## config.mk

```make
export PLATFORM = sky130hd
export DESIGN_NAME = lcd_frame_fetch_flat
export DESIGN_NICKNAME = d
export VERILOG_FILES = /design/src/rtl/lcd_frame_fetch_if.sv /design/src/rtl/lcd_frame_fetch.sv /design/src/flat_wrapper.sv
export SDC_FILE = /design/constraint.sdc
export NUM_CORES = 1
export LEC_CHECK = 0
export ABC_AREA = 0
export CAP_MARGIN = 20
export CORE_MARGIN = 4
export CORE_UTILIZATION = 55
export CTS_CLUSTER_DIAMETER = 30
export CTS_CLUSTER_SIZE = 12
export DETAILED_ROUTE_END_ITERATION = 16
export PLACE_DENSITY = 0.72
export SLEW_MARGIN = 20
export SYNTH_ARGS = -nofsm -noshare
export SYNTH_HDL_FRONTEND = slang
export SYNTH_SLANG_ARGS = --single-unit
export TNS_END_PERCENT = 10
```

## constraint.sdc

```tcl
create_clock -name clk -period 3.51 [get_ports clk]
set_clock_uncertainty 0.05 [all_clocks]
set_input_delay 0.702 -clock clk [delete_from_list [all_inputs] [get_ports clk]]
set_output_delay 0.702 -clock clk [all_outputs]
set_load 0.01 [all_outputs]
```

## src/rtl/lcd_frame_fetch_if.sv

```systemverilog
// SDRAM burst-read port between lcd_frame_fetch (master) and the memory controller (slave).
interface lcd_frame_fetch_if #(
    parameter int ADDR_W = 24
) ();
    logic              mem_rd_req;
    logic [ADDR_W-1:0] mem_rd_addr;
    logic              mem_rd_ack;
    logic              mem_rd_valid;
    logic [15:0]       mem_rd_data;

    modport master (
        output mem_rd_req, mem_rd_addr,
        input  mem_rd_ack, mem_rd_valid, mem_rd_data
    );

    modport slave (
        input  mem_rd_req, mem_rd_addr,
        output mem_rd_ack, mem_rd_valid, mem_rd_data
    );
endinterface

```

## src/rtl/lcd_frame_fetch.sv

```systemverilog
// Pixel prefetch FIFO feeding the LCD timing driver from burst SDRAM reads.
// Optional saturating underflow counter is built only when LCD_FETCH_UFCNT_EN is defined.
//
// state | meaning
// IDLE  | waiting for FIFO space and frame pixels still to fetch
// REQ   | mem_rd_req held until mem_rd_ack
// DATA  | accepting BURST_LEN beats into the FIFO
// DRAIN | discarding the rest of a burst made stale by TFT_begin
module lcd_frame_fetch #(
    parameter int               H_DISP          = 480,
    parameter int               V_DISP          = 272,
    parameter int               FIFO_DEPTH      = 64,
    parameter int               BURST_LEN       = 16,
    parameter int               ADDR_W          = 24,
    parameter logic [ADDR_W-1:0] BASE_ADDR      = '0,
    parameter logic [15:0]      UNDERFLOW_PIXEL = 16'hF800
) (
    input  logic                     clk,
    input  logic                     rst,
    input  logic                     TFT_begin,
    input  logic                     lcd_request,
    output logic [15:0]              lcd_data,
    lcd_frame_fetch_if.master        mem,
    output logic                     underflow,
    output logic [15:0]              underflow_cnt
);

    localparam int TOTAL   = H_DISP * V_DISP;
    localparam int PTR_W   = $clog2(FIFO_DEPTH);
    localparam int CNT_W   = PTR_W + 1;
    localparam int FETCH_W = $clog2(TOTAL + 1);
    localparam int BEAT_W  = $clog2(BURST_LEN) + 1;

    localparam logic [CNT_W-1:0]   DEPTH_C   = CNT_W'(FIFO_DEPTH);
    localparam logic [CNT_W-1:0]   BURST_C   = CNT_W'(BURST_LEN);
    localparam logic [FETCH_W-1:0] TOTAL_C   = FETCH_W'(TOTAL);
    localparam logic [FETCH_W-1:0] BURST_F   = FETCH_W'(BURST_LEN);
    localparam logic [ADDR_W-1:0]  BURST_A   = ADDR_W'(BURST_LEN);
    localparam logic [BEAT_W-1:0]  LAST_BEAT = BEAT_W'(BURST_LEN - 1);

    localparam logic [1:0] IDLE  = 2'd0;
    localparam logic [1:0] REQ   = 2'd1;
    localparam logic [1:0] DATA  = 2'd2;
    localparam logic [1:0] DRAIN = 2'd3;

    logic [1:0]         state;
    logic [CNT_W-1:0]   fifo_cnt;
    logic [PTR_W-1:0]   wr_ptr;
    logic [PTR_W-1:0]   rd_ptr;
    logic [15:0]        fifo_mem [FIFO_DEPTH];
    logic [FETCH_W-1:0] fetched;
    logic [BEAT_W-1:0]  beat_cnt;
    logic               stale;

    logic               fifo_empty;
    logic [CNT_W-1:0]   fifo_free;
    logic               can_fetch;
    logic               beat;
    logic               push;
    logic               pop;
    logic               last_beat;

    assign fifo_empty = (fifo_cnt == '0);
    assign fifo_free  = DEPTH_C - fifo_cnt;
    assign can_fetch  = (fifo_free >= BURST_C) && (fetched < TOTAL_C);
    assign beat       = mem.mem_rd_valid && ((state == DATA) || (state == DRAIN));
    assign push       = beat && (state == DATA) && !TFT_begin;
    assign pop        = lcd_request && !fifo_empty && !TFT_begin;
    assign last_beat  = beat && (beat_cnt == LAST_BEAT);

    always_ff @(posedge clk or posedge rst) begin
        if (rst) begin
            wr_ptr   <= '0;
            rd_ptr   <= '0;
            fifo_cnt <= '0;
        end else if (TFT_begin) begin
            wr_ptr   <= '0;
            rd_ptr   <= '0;
            fifo_cnt <= '0;
        end else begin
            if (push) wr_ptr <= wr_ptr + 1'b1;
            if (pop)  rd_ptr <= rd_ptr + 1'b1;
            case ({push, pop})
                2'b10:   fifo_cnt <= fifo_cnt + 1'b1;
                2'b01:   fifo_cnt <= fifo_cnt - 1'b1;
                default: fifo_cnt <= fifo_cnt;
            endcase
        end
    end

    always_ff @(posedge clk) begin
        if (push) fifo_mem[wr_ptr] <= mem.mem_rd_data;
    end

    // A request coinciding with the frame flush returns 0 and is not an underflow.
    always_ff @(posedge clk or posedge rst) begin
        if (rst) begin
            lcd_data  <= '0;
            underflow <= 1'b0;
        end else begin
            if (TFT_begin)
                underflow <= 1'b0;
            else if (lcd_request && fifo_empty)
                underflow <= 1'b1;

            if (lcd_request) begin
                if (TFT_begin)
                    lcd_data <= '0;
                else if (fifo_empty)
                    lcd_data <= UNDERFLOW_PIXEL;
                else
                    lcd_data <= fifo_mem[rd_ptr];
            end
        end
    end

`ifdef LCD_FETCH_UFCNT_EN
    always_ff @(posedge clk or posedge rst) begin
        if (rst)
            underflow_cnt <= '0;
        else if (lcd_request && fifo_empty && !TFT_begin && (underflow_cnt != 16'hFFFF))
            underflow_cnt <= underflow_cnt + 16'd1;
    end
`else
    assign underflow_cnt = '0;
`endif

    // A request outstanding at frame start keeps its address on the bus until acked;
    // the reload to BASE_ADDR happens at the ack and the burst is drained uncounted.
    always_ff @(posedge clk or posedge rst) begin
        if (rst) begin
            state           <= IDLE;
            mem.mem_rd_req  <= 1'b0;
            mem.mem_rd_addr <= BASE_ADDR;
            fetched         <= '0;
            beat_cnt        <= '0;
            stale           <= 1'b0;
        end else begin
            if (TFT_begin) fetched <= '0;
            case (state)
                IDLE: begin
                    beat_cnt <= '0;
                    if (TFT_begin) begin
                        state           <= REQ;
                        mem.mem_rd_req  <= 1'b1;
                        mem.mem_rd_addr <= BASE_ADDR;
                    end else if (can_fetch) begin
                        state          <= REQ;
                        mem.mem_rd_req <= 1'b1;
                    end
                end
                REQ: begin
                    if (mem.mem_rd_ack) begin
                        mem.mem_rd_req <= 1'b0;
                        beat_cnt       <= '0;
                        if (stale || TFT_begin) begin
                            state           <= DRAIN;
                            mem.mem_rd_addr <= BASE_ADDR;
                            stale           <= 1'b0;
                        end else begin
                            state           <= DATA;
                            mem.mem_rd_addr <= mem.mem_rd_addr + BURST_A;
                            fetched         <= fetched + BURST_F;
                        end
                    end else if (TFT_begin) begin
                        stale <= 1'b1;
                    end
                end
                DATA, DRAIN: begin
                    if (beat)      beat_cnt        <= beat_cnt + 1'b1;
                    if (TFT_begin) mem.mem_rd_addr <= BASE_ADDR;
                    if (last_beat)
                        state <= IDLE;
                    else if (TFT_begin)
                        state <= DRAIN;
                end
                default: state <= IDLE;
            endcase
        end
    end

endmodule
```

## src/flat_wrapper.sv

```systemverilog
// flat-port wrapper written by rule: the top's interface ports become plain ports
module lcd_frame_fetch_flat 
#(
    parameter int               H_DISP          = 480,
    parameter int               V_DISP          = 272,
    parameter int               FIFO_DEPTH      = 64,
    parameter int               BURST_LEN       = 16,
    parameter int               ADDR_W          = 24,
    parameter logic [ADDR_W-1:0] BASE_ADDR      = '0,
    parameter logic [15:0]      UNDERFLOW_PIXEL = 16'hF800
)
  (clk, rst, TFT_begin, lcd_request, lcd_data, underflow, underflow_cnt, mem_mem_rd_req, mem_mem_rd_addr, mem_mem_rd_ack, mem_mem_rd_valid, mem_mem_rd_data);
  lcd_frame_fetch_if #(.ADDR_W(ADDR_W)) mem_i ();
  input  logic clk;
  input  logic rst;
  input  logic TFT_begin;
  input  logic lcd_request;
  output logic [15:0] lcd_data;
  output logic underflow;
  output logic [15:0] underflow_cnt;
  output wire logic [$bits(mem_i.mem_rd_req)-1:0] mem_mem_rd_req;
  output wire logic [$bits(mem_i.mem_rd_addr)-1:0] mem_mem_rd_addr;
  input wire logic [$bits(mem_i.mem_rd_ack)-1:0] mem_mem_rd_ack;
  input wire logic [$bits(mem_i.mem_rd_valid)-1:0] mem_mem_rd_valid;
  input wire logic [$bits(mem_i.mem_rd_data)-1:0] mem_mem_rd_data;
  assign mem_mem_rd_req = mem_i.mem_rd_req;
  assign mem_mem_rd_addr = mem_i.mem_rd_addr;
  assign mem_i.mem_rd_ack = mem_mem_rd_ack;
  assign mem_i.mem_rd_valid = mem_mem_rd_valid;
  assign mem_i.mem_rd_data = mem_mem_rd_data;
  lcd_frame_fetch #(.H_DISP(H_DISP), .V_DISP(V_DISP), .FIFO_DEPTH(FIFO_DEPTH), .BURST_LEN(BURST_LEN), .ADDR_W(ADDR_W), .BASE_ADDR(BASE_ADDR), .UNDERFLOW_PIXEL(UNDERFLOW_PIXEL)) u_core (.clk(clk), .rst(rst), .TFT_begin(TFT_begin), .lcd_request(lcd_request), .lcd_data(lcd_data), .mem(mem_i), .underflow(underflow), .underflow_cnt(underflow_cnt));
endmodule
```

==> impl_metrics.toml, run 1 <==
[sta]
setup_viol_count_final = 0
min_period_over_period_pct = 93.78
fin_ws_ns = 0.2184
tightest_slew_ns = 1.112
rsz0062_at_grt = "false"
clock.fmax_mhz = 303.8
drv_slew = 0
fin_crit_ns = 3.292
max-slew-margin-rel_pct = 23.93
hold_viol_final = 0

[setup_path]
required_ns = 4.07
worst_setup_path_end_kind = "flop"
critPathTopFamily = "compound AO/OA/AOI/OAI gates"
path_buf_inv = 2
crit_type = "flop to flop"
arrival_ns = 3.85
path_cells = "buf_12 > buf_4 > mux4_2 > a2111oi_0 > a211oi_1 > a21o_1"
worstPathMaxFanout = 32
cp-start-kind = "flop"
crit_path_top_delay_cell = "a2111oi_0"
critPathMaxStageDelay_ns = 0.82

[status]
outcome = "finished, final reports clean"

[routing]
drt-initial-drc-count = 3402
vias = 24340
dr.pass1.iters = 6
ant_nets = 0
routedWlPerCell_microns = 29.84
drc = 0
vias_per_cell = 6.450
wirelength_microns = 112600

[synthesis]
synth_fa_ha_area_share_pct = 0.2000
yosysTopAreaCell = "edfxtp_1"
synth_area_sq_um = 43800
synth_top_family_by_area = "multiplexers"
synthArstFlopShare_pct = 7.078
synth_most_common_cell = "edfxtp_1"
synthMuxAreaShare_pct = 13.75
yosys-top-cells-count = "edfxtp_1 (1,024), mux4_2 (193), mux2i_1 (138), nor2_1 (99), dfrtp_1 (78)"
synth-simple-area-share_pct = 3.614
synth-edff-count = 1024
synth_top_area_share_pct = 70.21
yosys-top-cells-area = "edfxtp_1 (70%), mux4_2 (9.9%), dfrtp_1 (4.5%)"
synth.ff_latch_count = 1102
syn-instance-count = 2287
synth_xor_area_share_pct = 0.4171
synth_compound_area_share_pct = 5.125
synth_warnings = 0
synthFlopType = "edfxtp_1"
seq_area_frac_synth_pct = 74.66
syn_avg_cell_area_sq_um = 19.15
ys_types = 77

[clock_network]
h-tree-depth = 4
cts_tree = "done"
clock_latency_ns = 0.75
cts_buffer_depth = 3
cts_hold_buf = 0
ctsResizeCount = 0
cts_buffers = 173
cts.sinks = 1102
path_clk_slew_ns = 0.05
root_buffer = "clkbuf_16"
post_cts_buffers = 0

[floorplan]
die_y_microns = 290.2
die_width_microns = 290.2
ios = 80
core-area_sq_um = 79000
initial_core_util_pct = 55.44
dieArea_sq_um = 84210
row_count = 103

[grt]
grt_pass1_wl_microns = 165300
track_usage_pct = 26.71
antenna_found_initial = 2
grt_max_degree = 65
first_global_vias = 24560
grt-ovfl-total = 0

[pwr]
switching_share_pct = 20.82
switching_power_mw = 6.766
pwr-share-comb_pct = 2.0
power_density_nw_per_um2 = 619.6
power.total_mw = 32.49
power.internal_mw = 25.72
ir_drop_mv = 0.4481
p_leak_nw = 16.94
clkPwrFrac_pct = 53.5
seqPwrFrac_pct = 44.5

[cells_and_area]
multiInputGateArea_sq_um = 10270
drive_above_1_share_pct = 27.73
final_cell_area_sq_um = 52440
final_cells = 3773
fin_nets = 2606
syn2layout_area_growth_pct = 19.73
fin_util_pct = 66.38
antenna_cells = 0
n_fill_cell = 4991
seqCellArea_sq_um = 32710

[place]
gp_congestion = 0.8918
dp.cells = 3452
place_hpwl_microns = 68580
place_ws_ns = -0.04494
io_buffer_count = 59
place_area_sq_um = 46400

[run]
cap_violations = 0

[hold_path]
min_path_type = "input port to flop"
[cells by family (layout without fill, tap and decap cells)]
| logic type | count (synthesis) | in the layout |
|---|---|---|
| flops | 1102 | 1102 |
| mux | 357 | 357 |
| simple gates | 318 | 318 |
| compound gates | 312 | 312 |
| buf+inv | 170 | 587 |
| xor+xnor | 20 | 20 |
| fa+ha+maj | 7 | 7 |
| other cells | 1 | 20 |
[per-stage QoR]
| step | hold WS (ns) | TNS [ns] |
|---|---|---|
| 5_1_grt | 0.2642 | 0 |
| 4_1_cts | 0.2377 | 0 |
| 3_3_place_gp | 0.4101 | 0 |
| 2_1_floorplan | 0.3929 | 0 |
| 6_report | 0.2603 | 0 |
| 3_5_place_dp | 0.4347 | -0.7673 |
[cell usage in the layout, fill, tap and decap left out, types with 26 or more instances in the layout]
master and n:
a21oi_1 49, inv_1 26, mux2i_1 137, clkdlybuf4s50_1 42, nand2_1 67, o21ai_0 56, dfrtp_1 74, mux4_2 193
edfxtp_1 1024, nor2_1 99, clkbuf_16 177, buf_4 168
[power by group through the flow]
stage / sequential, mW / clock (mW) / combinational, mW
floorplan: 14.7 / 0 / 0.283
global placement: 14.7 / 0 / 0.609
detailed placement: 14.7 / 0 / 0.641
CTS: 14.5 / 17.5 / 0.645
global route: 14.5 / 18.2 / 0.697
finish: 14.5 / 17.4 / 0.647
[layer usage]
metal / vias to the layer above / GRT usage, % / wire (microns)
li1: 10000 / - / -
met1: 12530 / 37.89 / 43520
met2: 1539 / 41.17 / 52870
met3: 267 / 5.831 / 11550
met4: 0 / 10.59 / 4634
met5: - / 0 / 0
[registers in the layout, indices dropped and copies added, names as in the netlist, 2 cells and up]
signal and count:
u_core.state 2, u_core.fetched 13, u_core.mem.mem_rd_addr 20, u_core.fifo_mem 1024, u_core.lcd_data 16, u_core.beat_cnt 5
u_core.fifo_cnt 7, u_core.wr_ptr 6, u_core.rd_ptr 6
[layout make-up]
type / count / area share (%)
timing repair buffer: 239 / 3.827
inverter: 27 / 0.1957
clock buffer: 191 / 8.566
sequential: 1102 / 62.38
tap: 1050 / 2.505
clock inverter: 130 / 2.942
multi-input combinational: 1034 / 19.58
[final timing paths]
check,cells after the start,slack (ns),start,to
setup / recovery,6,0.22,u_core.rd_ptr[0],u_core.lcd_data[9]
hold / removal,1,0.26,mem_mem_rd_data[2],u_core.fifo_mem[51][2]
setup reg to reg,6,0.22,u_core.rd_ptr[0],u_core.lcd_data[9]
hold reg to reg,1,0.45,u_core.beat_cnt[2],u_core.beat_cnt[2]
max in group asynchronous,3,2.40,rst,u_core.mem.mem_rd_addr[21]
min in group asynchronous,2,0.32,rst,u_core.state[1]
[worst reg2reg max path: cells and delay by family (launching register included)]
kind,cells,cell delay (ns)
AO/OA/AOI/OAI,3,1.31
multiplexers,1,0.56
flip-flops,1,0.55
buffers and inverters,2,0.70
No activity file was read; power rests on OpenSTA's default activity.
==> run 2, diff against run 1 <==
--- a/config.mk
+++ b/config.mk
@@ -7,6 +7,7 @@
 export LEC_CHECK = 0
 export ABC_AREA = 0
 export CAP_MARGIN = 20
+export CORE_ASPECT_RATIO = 0.7
 export CORE_MARGIN = 4
 export CORE_UTILIZATION = 55
 export CTS_CLUSTER_DIAMETER = 30
==> run 2 against run 1 <==
- global-route usage down 0.26 points
- cell count decreased by 1.7%
- die area barely moved
- sequential power is essentially flat
- non-clock buffer count down 18
- first-iteration DRC count grew 1.6%
- critical path type unchanged
- largest cell class unchanged
- highest routed layer is now met5
==> impl_metrics.toml, run 2 (synthesis results as in run 1) <==
[setup_path]
critPathTopFamily = "simple AND/OR/NAND/NOR gates"
cpMostUsedCell = "buf_4"
required_ns = 3.85
critPathMaxStageDelay_ns = 0.63
crit_type = "flop to flop"
r2r_slack_ns = 0.32
worstPathMaxFanout = 16
cp-start-kind = "flop"
r2r-start = "u_core.state[1]"
worst_setup_path_end_kind = "flop"
arrival_ns = 3.53
r2r_cells = 6
path_cells = "nand3b_1 > buf_4 > nor3_1 > nand2_1 > nor2_1 > buf_4"
path_buf_inv = 2
r2r-end = "u_core.fifo_mem[9][3]"
crit_path_top_delay_cell = "dfrtp_1"

[status]
outcome = "finished, final reports clean"

[routing]
routedWlPerCell_microns = 29.95
vias_per_cell = 6.510
drc = 0
wirelength_microns = 111000
drt-initial-drc-count = 3457
vias = 24130
dr.pass1.iters = 6
ant_nets = 0

[floorplan]
die_y_microns = 244.1
initial_core_util_pct = 55.61
dieArea_sq_um = 84280
core-area_sq_um = 78770
row_count = 86
die_width_microns = 345.3
ios = 80

[place]
place_hpwl_microns = 69950
io_buffer_count = 59
gp_congestion = 0.9210

[sta]
clock.fmax_mhz = 313.4
setup_viol_count_final = 0
min_period_over_period_pct = 90.91
hold_viol_final = 0
drv_slew = 0
fin_crit_ns = 3.191
tightest_slew_ns = 1.045
max-slew-margin-rel_pct = 30.32
rsz0062_at_grt = "false"
setup_tns_ns = 0

[clock_network]
cts_tree = "done"
clock_latency_ns = 0.73
cts_buffer_depth = 3
path_clk_slew_ns = 0.06
ctsResizeCount = 0
h-tree-depth = 4
root_buffer = "clkbuf_16"
post_cts_buffers = 0
cts_buffers = 147
cts.sinks = 1102
cts_hold_buf = 0

[grt]
grt_max_degree = 65
antenna_found_initial = 4
grt_pass1_wl_microns = 162600
grt-ovfl-total = 0
track_usage_pct = 26.45
first_global_vias = 23670

[pwr]
p_leak_nw = 16.46
pwr-share-comb_pct = 2.1
clkPwrFrac_pct = 50.7
seqPwrFrac_pct = 47.2
switching_share_pct = 20.31
switching_power_mw = 6.226
power.internal_mw = 24.43
power_density_nw_per_um2 = 594.9
ir_drop_mv = 0.7052
power.total_mw = 30.65

[hold_path]
hold_end = "u_core.fifo_mem[52][14]"
min_path_type = "input port to flop"
hp-start = "mem_mem_rd_data[14]"
hold_depth = 1

[cells_and_area]
fin_util_pct = 65.42
layout_commonest_cell = "edfxtp_1"
syn2layout_area_growth_pct = 17.65
reg_top3 = "u_core.fifo_mem (1024), u_core.mem.mem_rd_addr (20), u_core.lcd_data (16)"
layout_common_cells = "edfxtp_1 (1,024), mux4_2 (193), clkbuf_16 (154)"
largest_reg_flops = 1024
drive_above_1_share_pct = 25.67
fin_nets = 2562
top_register = "u_core.fifo_mem"

[run]
cap_violations = 0
==> run 2: routing by layer <==
metal  track usage, %  vias up  part of all wire, %
li1                 -     9870                    -
met1            39.90    12520                   41
met2            37.42     1535                   44
met3            8.739      208                   12
met4            7.176        2                  2.2
met5                0        -                0.012
==> run 2: how the worst max path moves through the flow <==
stage,startpoint,end,cells after the start
after floorplan,mem_mem_rd_valid,u_core.fifo_mem[31][0],7
after global placement,mem_mem_rd_valid,u_core.fifo_mem[0][12],7
after detailed placement,mem_mem_rd_valid,u_core.fifo_mem[57][1],7
after CTS,u_core.rd_ptr[0],u_core.lcd_data[7],8
after global routing,u_core.state[1],u_core.fifo_mem[9][3],6
final,u_core.state[1],u_core.fifo_mem[9][3],6
==> run 2: layout make-up <==
| class | count | area, sq um |
|---|---|---|
| diodes | 2 | 5.005 |
| clock buffers | 172 | 3951 |
| clock inverters | 93 | 1229 |
| fillers | 5102 | 27240 |
| inverters | 27 | 103.9 |
| multi-input cells | 1034 | 10260 |
| flip-flops and latches | 1102 | 32710 |
| well taps | 1056 | 1321 |
| repair buffers | 221 | 1942 |
==> run 2: power groups by stage <==
stage	logic, mW	registers [mW]	clock network (mW)
global placement	0.609	14.7	0
CTS	0.646	14.5	15.7
finish	0.646	14.5	15.5
detailed placement	0.643	14.7	0
global route	0.694	14.5	16.4
floorplan	0.283	14.7	0
==> run 2: stage by stage <==
step	hold WS [ns]	worst slack (ns)	instance area (sq um)	cells
6_report	0.2448	0.3190	51530	3707
5_1_grt	0.2222	0.2233	51520	3705
4_1_cts	0.2072	0.3928	51520	3705
3_5_place_dp	0.4259	0.05123	46340	3440
3_3_place_gp	0.4121	0.1610	46340	3440
2_1_floorplan	0.3929	0.08646	43870	2306
